$ cat config.mk
export PLATFORM = sky130hd
export DESIGN_NAME = comb_sweep_ctrl
export DESIGN_NICKNAME = d
export VERILOG_FILES = /design/src/rtl/comb_sweep_ctrl.sv
export SDC_FILE = /design/constraint.sdc
export NUM_CORES = 1
export LEC_CHECK = 0
export ABC_CLOCK_PERIOD_IN_PS = 3800
export CORE_MARGIN = 2
export CORE_UTILIZATION = 62
export CTS_BUF_LIST = sky130_fd_sc_hd__clkbuf_4
export CTS_CLUSTER_DIAMETER = 80
export DETAILED_ROUTE_END_ITERATION = 12
export GPL_TIMING_DRIVEN = 1
export PLACE_DENSITY = 0.93
export SLEW_MARGIN = 20
export SYNTH_ARGS = -nofsm -noshare
export SYNTH_HDL_FRONTEND = slang
export SYNTH_SLANG_ARGS = --single-unit
$ cat constraint.sdc
create_clock -name clk -period 3.8 [get_ports clk]
set_input_delay 0.76 -clock clk [delete_from_list [all_inputs] [get_ports clk]]
set_output_delay 0.76 -clock clk [all_outputs]
set_load 0.05 [all_outputs]
$ cat src/rtl/comb_sweep_ctrl.sv
// Sweeps ABC 000..111 into a combinational block, captures Y into a truth table, and checks it against EXPECT.
// Latency: each vector is held HOLD_CYCLES cycles, so start to done takes 8*HOLD_CYCLES cycles. `start` is ignored while busy.
// Build option COMB_SWEEP_EARLY_STOP_EN ends the sweep at the first vector whose Y differs from EXPECT.
module comb_sweep_ctrl #(
  parameter int         HOLD_CYCLES = 2,
  parameter logic [7:0] EXPECT      = 8'hE8
) (
  input  logic       clk,
  input  logic       rst_n,
  input  logic       start,
  input  logic       y_in,
  output logic [2:0] abc,
  output logic       busy,
  output logic       done,
  output logic [7:0] table_out,
  output logic       pass
);

  localparam logic [7:0] HOLD_LAST = 8'(HOLD_CYCLES - 1);

  typedef enum logic {IDLE, SWEEP} state_t;

  state_t     state, state_nxt;
  logic [2:0] idx, idx_nxt;
  logic [7:0] hcnt, hcnt_nxt;
  logic [7:0] table_nxt, table_cap;
  logic       busy_nxt, done_nxt, pass_nxt;
  logic       sample;
`ifdef COMB_SWEEP_EARLY_STOP_EN
  logic       miss;
`endif

  // The vector on abc is the index itself, so abc stops on the last (or failing) vector.
  assign abc = idx;

  always_ff @(posedge clk or negedge rst_n) begin
    if (!rst_n) begin
      state     <= IDLE;
      idx       <= 3'd0;
      hcnt      <= 8'd0;
      busy      <= 1'b0;
      done      <= 1'b0;
      table_out <= 8'h00;
      pass      <= 1'b0;
    end else begin
      state     <= state_nxt;
      idx       <= idx_nxt;
      hcnt      <= hcnt_nxt;
      busy      <= busy_nxt;
      done      <= done_nxt;
      table_out <= table_nxt;
      pass      <= pass_nxt;
    end
  end

  always_comb begin
    state_nxt      = state;
    idx_nxt        = idx;
    hcnt_nxt       = hcnt;
    table_nxt      = table_out;
    busy_nxt       = busy;
    done_nxt       = 1'b0;
    pass_nxt       = pass;
    sample         = (hcnt == HOLD_LAST);
    table_cap      = table_out;
    table_cap[idx] = y_in;
`ifdef COMB_SWEEP_EARLY_STOP_EN
    miss           = (y_in != EXPECT[idx]);
`endif

    case (state)
      IDLE: begin
        if (start) begin
          state_nxt = SWEEP;
          busy_nxt  = 1'b1;
          idx_nxt   = 3'd0;
          hcnt_nxt  = 8'd0;
          table_nxt = 8'h00;
          pass_nxt  = 1'b0;
        end
      end
      SWEEP: begin
        if (!sample) begin
          hcnt_nxt = hcnt + 8'd1;
        end else begin
          hcnt_nxt  = 8'd0;
          table_nxt = table_cap;
`ifdef COMB_SWEEP_EARLY_STOP_EN
          if (miss) begin
            state_nxt = IDLE;
            busy_nxt  = 1'b0;
            done_nxt  = 1'b1;
            pass_nxt  = 1'b0;
          end else
`endif
          if (idx == 3'd7) begin
            // table_cap already carries the bit-7 sample taken on this edge.
            state_nxt = IDLE;
            busy_nxt  = 1'b0;
            done_nxt  = 1'b1;
            pass_nxt  = (table_cap == EXPECT);
          end else begin
            idx_nxt = idx + 3'd1;
          end
        end
      end
      default: state_nxt = IDLE;
    endcase
  end

endmodule
==> results of run 1 <==
## logic make-up after synthesis
family	after synthesis	synth area share [%]
buffers and inverters	15	4.38
multiplexers	18	12.1
flip-flops	23	38.0
XOR/XNOR	3	1.74
AND/OR/NAND/NOR	63	26.5
AO/OA/AOI/OAI	29	13.9
adder cells (fa/ha/maj)	4	3.31
## routing by layer
metal	GRT usage (%)	routed length, um	vias to the layer above
met3	4.52	197	7
met2	39.7	1470	54
met4	12.8	59	0
li1	-	-	588
met5	0	0	-
met1	36.6	1380	584
## layout by cell type (no fill, tap or decap), types with 2 or more instances in the layout
cell,n
a21oi_1,3
a22o_1,3
clkbuf_4,3
clkdlybuf4s50_1,16
dfrtp_1,23
ha_1,4
inv_1,5
mux2i_1,16
nand2_1,12
nand2b_1,9
nand3_1,5
nand3b_1,2
nand4_1,7
nor2_1,6
nor2b_1,3
nor3_1,3
nor3b_1,3
o21ai_0,9
o22ai_1,2
or3_1,2
xor2_1,2
## registers in the layout, indices dropped and copies added, names as in the netlist
register / flops
table_out: 8
busy: 1
pass: 1
hcnt: 8
abc: 3
done: 1
state: 1
## final cells by class
type                       instances  area, um^2
multi-input combinational        117         871
sequential                        23         576
fill                             172         559
timing repair buffer              17         165
tap                               28        35.0
clock buffer                       3        22.5
inverter                           5        18.8
clock inverter                     1        7.51
## power groups by stage
stage	Combinational, mW	Sequential (mW)	Clock [mW]
2_1_floorplan	0.359	0.511	0
3_3_place_gp	0.548	0.444	0
3_5_place_dp	0.564	0.451	0
4_1_cts	0.568	0.446	0.126
5_1_grt	0.616	0.467	0.134
6_report	0.564	0.448	0.119
## stage by stage
step / hold slack (ps) / instance area [um^2] / std cells
after global placement: 499 / 1670 / 190
after CTS: 561 / 1700 / 194
after detailed placement: 530 / 1670 / 190
after floorplan: 464 / 1510 / 155
final: 378 / 1700 / 194
after global routing: 408 / 1700 / 194
## final timing paths
kind,startpoint,end,cells past startpoint
worst max-delay path,abc[0],abc[0],1
min in group clk,table_out[6],table_out[6],2
max in group asynchronous,rst_n,table_out[2],1
worst max register to register,hcnt[1],hcnt[4],6
worst min register to register,table_out[6],table_out[6],2
worst min-delay path,rst_n,done,1
==> flow_metrics.env, run 1 <==
export IMPL_vias=1233
export IMPL_ir_worst_vdd_v=0.000478
export IMPL_clockRootBuffer="clkbuf_4"
export IMPL_synth_common_cells="dfrtp_1 (23), mux2i_1 (16), nand2_1 (12)"
export IMPL_yosys_warnings=0
export IMPL_nets=175
export IMPL_path_cells="clkdlybuf4s50_1"
export IMPL_fmax_mhz=378
export IMPL_initialDrtViolationCount=20
export IMPL_diodes=0
export IMPL_critical_path_startpoint_type="flop"
export IMPL_status="finished, final reports clean"
export IMPL_switching_share_pct=49.0
export IMPL_path_buf_inv=1
export IMPL_total_power_mw=1.13
export IMPL_p_leak_nw=0.735
export IMPL_cts_tree="done"
export IMPL_synth_async_reset_ratio_pct=100
export IMPL_maxSlewHeadroom_pct=35.4
export IMPL_syn_area_um2=1510
export IMPL_die_x_um=53.4
export IMPL_cts_hold_buf=0
export IMPL_finalSetupViolCount=0
export IMPL_ys_ff_latch=23
export IMPL_yosys_top_cells_area="dfrtp_1 (38%), mux2i_1 (11%), nand2b_1 (3.7%)"
export IMPL_die_area_um2=2850
export IMPL_worst_pin_slew_ps=961
export IMPL_area_growth_syn_to_layout_pct=12.1
export IMPL_drv_slew=0
export IMPL_arrival_ps=1890
export IMPL_path_max_fanout=18
export IMPL_pre_cts_ws_ps=1470
export IMPL_grt_setup_unrepaired="false"
export IMPL_seq_area_frac_synth_pct=38.0
export IMPL_synth_top_area_share_pct=38.0
export IMPL_power_density_nw_per_um2=667
export IMPL_cts_sinks=23
export IMPL_grt_start_max_net_pins=24
export IMPL_ios=18
export IMPL_cts_buffer_depth=2
export IMPL_ant_nets=0
export IMPL_clkPwrFrac_pct=10.6
export IMPL_cp_end_kind="primary output"
export IMPL_grt_pass1_vias=1190
export IMPL_clk_pin_slew_ps=130
export IMPL_firstDrtPassIters=4
export IMPL_rows=17
export IMPL_worstPathRequired_ps=3040
export IMPL_drive_gt1_share_pct=10.2
export IMPL_synth_flop_cell="dfrtp_1"
export IMPL_pwr_share_seq_pct=39.6
export IMPL_gr_total_overflow=0
export IMPL_crit_family="buffers and inverters"
export IMPL_hold_viol=0
export IMPL_h_tree_depth=1
export IMPL_min_path_type="in2async"
export IMPL_synthMostInstantiatedCell="dfrtp_1"
export IMPL_drc=0
export IMPL_cp_slowest_stage_delay_ps=890
export IMPL_antenna_found_initial=0
export IMPL_port_buffers=17
export IMPL_final_setup_tns_ps=0
export IMPL_synth_area_leader_cell="dfrtp_1"
export IMPL_track_usage_pct=26.5
export IMPL_detail_route_wirelength_um=3110
export IMPL_start_util_pct=67.1
export IMPL_setup_slack_ps=1150
export IMPL_avgViaCountPerCell=6.36
export IMPL_finClkSkew_ps=3.61
export IMPL_coreArea_um2=2250
export IMPL_maxCapViolations=0
export IMPL_utilization_pct=75.2
export IMPL_power_frac_comb_pct=49.9
export IMPL_grt_pass1_wl_um=5420
export IMPL_crit_type="reg2out"
export IMPL_numCtsBuffers=3
export IMPL_wl_per_cell_um=16.0
export IMPL_layout_min_cycle_time_ps=2650
export IMPL_fin_crit_sh_pct=69.7
export IMPL_clkLatencyLatePin_ps=320
export IMPL_cp_slowest_cell="clkdlybuf4s50_1"
export IMPL_postSynthAreaPerCell_um2=9.76
export IMPL_post_cts_buffers=0
export IMPL_syn_num_nets=163
export IMPL_ys_types=49
export IMPL_p_sw_mw=0.554
export IMPL_dp_hpwl_um=2180
export IMPL_die_y_um=53.4
export IMPL_r2r_slack_ps=1690
export IMPL_syn_inst=155
export IMPL_cts_resized_gates=0
export IMPL_synth_edf_count=0
export IMPL_p_int_mw=0.577
export IMPL_gp_congestion=0.852
Power figures use the tool's default switching activity.
==> inputs of run 2 (changes only) <==
--- a/config.mk
+++ b/config.mk
@@ -5,14 +5,14 @@
 export SDC_FILE = /design/constraint.sdc
 export NUM_CORES = 1
 export LEC_CHECK = 0
-export ABC_CLOCK_PERIOD_IN_PS = 3800
+export ABC_CLOCK_PERIOD_IN_PS = 2600
 export CORE_MARGIN = 2
-export CORE_UTILIZATION = 62
+export CORE_UTILIZATION = 57
 export CTS_BUF_LIST = sky130_fd_sc_hd__clkbuf_4
 export CTS_CLUSTER_DIAMETER = 80
 export DETAILED_ROUTE_END_ITERATION = 12
 export GPL_TIMING_DRIVEN = 1
-export PLACE_DENSITY = 0.93
+export PLACE_DENSITY = 0.87
 export SLEW_MARGIN = 20
 export SYNTH_ARGS = -nofsm -noshare
 export SYNTH_HDL_FRONTEND = slang
==> constraint.sdc (replaced) <==
create_clock -name clk -period 2.6 [get_ports clk]
set_input_delay 0.52 -clock clk [delete_from_list [all_inputs] [get_ports clk]]
set_output_delay 0.52 -clock clk [all_outputs]
set_load 0.05 [all_outputs]
==> run 2 against run 1 <==
Setup slack lost 750 ps. Global-route usage decreased by 2.5 points. Routed wire length up 8.6%. Combinational power is 67% higher. Sequential cell count is the same. Sequential share of layout area shrank 1.2 points. Largest cell class unchanged.
==> flow_metrics.env, run 2 (synthesized netlist as in run 1, its figures left out) <==
export IMPL_cts_resized_gates=0
export IMPL_clkLatencyLatePin_ps=320
export IMPL_h_tree_depth=1
export IMPL_ios=18
export IMPL_wl_met3_um=221
export IMPL_antenna_found_initial=0
export IMPL_layout_min_cycle_time_ps=2200
export IMPL_worstPathRequired_ps=2080
export IMPL_post_cts_buffers=0
export IMPL_drv_slew=0
export IMPL_vias=1282
export IMPL_layout_cells_non_filler=203
export IMPL_finalSetupViolCount=0
export IMPL_track_usage_pct=23.9
export IMPL_grt_setup_unrepaired="false"
export IMPL_grt_start_max_net_pins=24
export IMPL_min_path_type="in2async"
export IMPL_placed_cells=199
export IMPL_cp_end_kind="primary output"
export IMPL_utilization_pct=70.2
export IMPL_status="finished, final reports clean"
export IMPL_reg2regPathDepth=6
export IMPL_cp_slowest_stage_delay_ps=850
export IMPL_num_fill_cells=175
export IMPL_detail_route_wirelength_um=3380
export IMPL_avgViaCountPerCell=6.32
export IMPL_cp_slowest_cell="clkdlybuf4s50_1"
export IMPL_ant_nets=0
export IMPL_hold_viol=0
export IMPL_setup_slack_ps=403
export IMPL_dp_hpwl_um=2420
export IMPL_whs_ps=530
export IMPL_start_util_pct=60.5
export IMPL_drive_gt1_share_pct=13.3
export IMPL_cts_buffer_depth=2
export IMPL_crit_type="reg2out"
export IMPL_r2r_slack_ps=520
export IMPL_p_leak_nw=0.770
export IMPL_coreArea_um2=2500
export IMPL_cts_tree="done"
export IMPL_regToRegStartpoint="hcnt[1]"
export IMPL_clk_pin_slew_ps=140
export IMPL_dr_wl_met2_um=1610
export IMPL_numCtsBuffers=3
export IMPL_path_cells="clkdlybuf4s50_1"
export IMPL_cts_hold_buf=0
export IMPL_grt_pass1_vias=1254
export IMPL_gr_total_overflow=0
export IMPL_die_area_um2=3080
export IMPL_arrival_ps=1680
export IMPL_critical_path_startpoint_type="flop"
export IMPL_clockRootBuffer="clkbuf_4"
export IMPL_cts_sinks=23
export IMPL_final_cell_mix="dfrtp_1 (23), clkdlybuf4s50_1 (17), mux2i_1 (16)"
export IMPL_initialDrtViolationCount=49
export IMPL_grt_pass1_wl_um=5810
export IMPL_power_density_nw_per_um2=983
export IMPL_area_growth_syn_to_layout_pct=16.0
export IMPL_pre_cts_ws_ps=409
export IMPL_maxSlewHeadroom_pct=63.3
export IMPL_crit_family="buffers and inverters"
export IMPL_finClkSkew_ps=7.47
export IMPL_layout_commonest_cell="dfrtp_1"
export IMPL_ir_worst_vdd_v=0.000902
export IMPL_port_buffers=17
export IMPL_gp_congestion=0.806
export IMPL_die_x_um=55.5
export IMPL_multi_input_area_um2=871
export IMPL_nets=182
export IMPL_diodes=0
export IMPL_fin_crit_sh_pct=84.5
export IMPL_wl_met1_um=1500
export IMPL_die_y_um=55.5
export IMPL_path_max_fanout=10
export IMPL_drc=0
export IMPL_finalInstanceArea_um2=1760
export IMPL_wl_per_cell_um=16.6
export IMPL_firstDrtPassIters=4
export IMPL_reg2reg_to="table_out[7]"
export IMPL_dpl_cell_area_um2=1730
export IMPL_ff_latch_area_um2=576
export IMPL_maxCapViolations=0
export IMPL_worst_pin_slew_ps=548
export IMPL_top_layer="met4"
export IMPL_fmax_mhz=455
export IMPL_final_setup_tns_ps=0
export IMPL_path_buf_inv=1
export IMPL_rows=18
export IMPL_total_power_mw=1.73
[run 2: cell types whose count changed in the layout (fill, tap and decap cells not counted)]
cell,before,now
buf_2,1,0
buf_4,0,7
clkdlybuf4s50_1,16,17
[run 2: layout make-up]
class                           count  share of cell area [%]
Clock buffer                        3                    1.28
Clock inverter                      1                   0.428
Inverter                            5                    1.07
Multi-Input combinational cell    117                    49.6
Sequential cell                    23                    32.8
Tap cell                           30                    2.14
Timing Repair Buffer               24                    12.7
[run 2: per-layer routing]
metal  global-route usage, %  vias to the layer above
met1                    32.4                      625
met4                    11.5                        0
li1                        -                      600
met5                       0                        -
met2                    35.5                       51
met3                    6.09                        6
[run 2: worst max-delay path by stage]
stage               startpoint           end  slack, ps  cells after the start
floorplan              hcnt[1]  table_out[7]        580                      7
global placement          y_in          pass        520                      5
detailed placement        y_in          pass        410                      5
CTS                     abc[0]        abc[0]        400                      1
global route            abc[0]        abc[0]        350                      1
finish                  abc[0]        abc[0]        400                      1
[run 2: power by group]
group	switching, mW	internal (mW)
Combinational	0.572	0.371
Clock	0.117	0.0588
Sequential	0.146	0.462
Total	0.835	0.892
==> RTL edit (settings of run 2) <==
The option `COMB_SWEEP_EARLY_STOP_EN` is turned on by a define.
--- a/src/rtl/comb_sweep_ctrl.sv
+++ b/src/rtl/comb_sweep_ctrl.sv
@@ -1,6 +1,8 @@
 // Sweeps ABC 000..111 into a combinational block, captures Y into a truth table, and checks it against EXPECT.
 // Latency: each vector is held HOLD_CYCLES cycles, so start to done takes 8*HOLD_CYCLES cycles. `start` is ignored while busy.
 // Build option COMB_SWEEP_EARLY_STOP_EN ends the sweep at the first vector whose Y differs from EXPECT.
+`define COMB_SWEEP_EARLY_STOP_EN
+
 module comb_sweep_ctrl #(
   parameter int         HOLD_CYCLES = 2,
   parameter logic [7:0] EXPECT      = 8'hE8
Function: changed (Yosys sat finds a counterexample within 4 cycles, from zero or initial values and one cycle with rst_n low).
==> RTL edit against run 2 <==
Clock skew down 0.0030 ns. Design area decreased by 7.8%. Routed wire length down 3.9%. Worst setup slack lost 0.24 ns. Synthesized cell count up 1.9%. Die area shrank 7.5%. Sequential power is 5.4% lower. Core utilization grew 1.5 points. Synthesized area down 8.0%. Final cell count is 1.5% higher. Total power grew 0.15%. Via count fell by 2.7%. Sequential cell count unchanged.
==> RTL edit: results (changes against run 2) <==
Yosys
  • Sequential share of the synthesized area: 41.4% (+3.3 points)
  • Post-synth cell types: 37 (-24%)
  • Syn Nets: 167 (+2.5%)
  • Dominant cells by area after synthesis: sky130_fd_sc_hd__dfrtp_1, sky130_fd_sc_hd__o21ai_0, sky130_fd_sc_hd__ha_1, sky130_fd_sc_hd__nand2_1, sky130_fd_sc_hd__nor2_1

Worst setup path
  • Worst endpoint data arrival time: 2.65 ns (+0.97 ns)
  • Crit path max fanout: 5 (-5)
  • Cell type of the slowest stage on the worst timing path: sky130_fd_sc_hd__or4b_1

Placement
  • Worst Setup Slack post-DPL: 0.172 ns (-0.237 ns)
  • Final estimated routing congestion in global placement: 0.855 (+6.0%)
  • Post-detail-place hpwl: 2440 um (+0.52%)
  • Port-buffer cells: 17 (unchanged)

Route
  • Number of design-rule violations left by the first detailed-router iteration: 55 (+12%)
  • Routed len/inst: 15.8 um (-5.3%)
  • Ratio of routed vias to standard cells: 6.06 (-4.1%)

Finish
  • Nets@finish: 188 (+3.3%)
  • Fraction of layout instances using a drive strength above 1: 11.2% (-2.1 points)
  • Filler instances: 180 (+2.9%)

Power and ir drop
  • Switch Pwr: 0.852 mW (+2.0%)
  • Total leakage power: 0.685 nW (-11%)
  • Maximum VDD drop: 0.000681 V (-24%)

Worst hold path
  • Hold/Removal Path Class: flip-flop to flip-flop

Timing
  • Pin slew with the least headroom to its limit: 0.572 ns (+0.0240 ns)
  • Maximum clock skew at final layout: 0.00446 ns (-0.00301 ns)
  • Final hold vios: 0 (unchanged)

Global routing
  • First-pass GRT wire length: 5420 um (-6.6%)
  • Largest net degree at the start of global routing: 15 (-38%)
  • Global-route total usage across every layer: 25.9% (+2.0 points)

Run status
  • Outcome: finished, final reports clean

Clock tree
  • Skew-Pair Late Insertion Delay: 0.32 ns (about the same)
==> RTL edit: cell count changes after synthesis, sizes merged, moves of 4 or more <==
cell / before / now
nor2: 6 / 16
o21ai: 11 / 30
a21oi: 3 / 8
nand2b: 9 / 1
nand2: 12 / 16
mux2i: 16 / 1
==> RTL edit: routing by layer <==
metal | share of wire [%] | vias up | global-route usage (%)
met5 | 0 | - | 0
met4 | 2.3 | 0 | 10.3
met3 | 4.3 | 12 | 5.37
met2 | 52 | 36 | 45.7
met1 | 42 | 592 | 30.1
li1 | - | 608 | -
==> RTL edit: worst paths after layout <==
| kind | from | end | slack [ns] | depth (start not counted) |
|---|---|---|---|---|
| worst max-delay path | hcnt[1] | abc[0] | 0.16 | 7 |
| worst min-delay path | busy | busy | 0.52 | 2 |
| worst max register to register | hcnt[1] | abc[0] | 0.16 | 7 |
| worst min register to register | busy | busy | 0.52 | 2 |
| max in group asynchronous | rst_n | state | 1.48 | 2 |
| min in group asynchronous | rst_n | hcnt[4] | 0.55 | 1 |
==> RTL edit: through the flow <==
step	cells	cell area, um^2	util [%]
2_1_floorplan	158	1400	-
3_3_place_gp	202	1590	70.5
3_5_place_dp	202	1590	70.5
4_1_cts	206	1620	71.8
5_1_grt	206	1620	71.8
6_report	206	1620	71.8
==> RTL edit: cell families after synthesis <==
| kind of cell | synth area share [%] |
|---|---|
| XOR/XNOR | 0.630 |
| multiplexers | 2.61 |
| flip-flops | 41.4 |
| buffers and inverters | 5.49 |
| adder cells (fa/ha/maj) | 4.50 |
| AND/OR/NAND/NOR | 25.1 |
| AO/OA/AOI/OAI | 20.3 |
==> RTL edit: power by group through the flow <==
stage / Combinational (mW) / Sequential [mW] / Clock, mW
2_1_floorplan: 0.541 / 0.733 / 0
3_5_place_dp: 0.975 / 0.579 / 0
3_3_place_gp: 0.930 / 0.571 / 0
4_1_cts: 0.978 / 0.572 / 0.172
6_report: 0.984 / 0.575 / 0.171
5_1_grt: 1.07 / 0.590 / 0.187
==> RTL edit: area by class of cell <==
| class | count | share of cell area (%) |
|---|---|---|
| inverter | 4 | 0.928 |
| clock buffer | 3 | 1.39 |
| sequential | 23 | 35.7 |
| tap | 28 | 2.17 |
| timing repair buffer | 24 | 13.8 |
| multi-input combinational | 123 | 45.7 |
| clock inverter | 1 | 0.309 |
==> RTL edit: worst max-delay path, delay by kind of cell (launching register included) <==
kind            cells  cell delay, ns
buf+inv             1            0.08
mux                 1            0.28
fa+ha+maj           1            0.14
simple gates        2            1.05
flops               1            0.45
compound gates      2            0.34
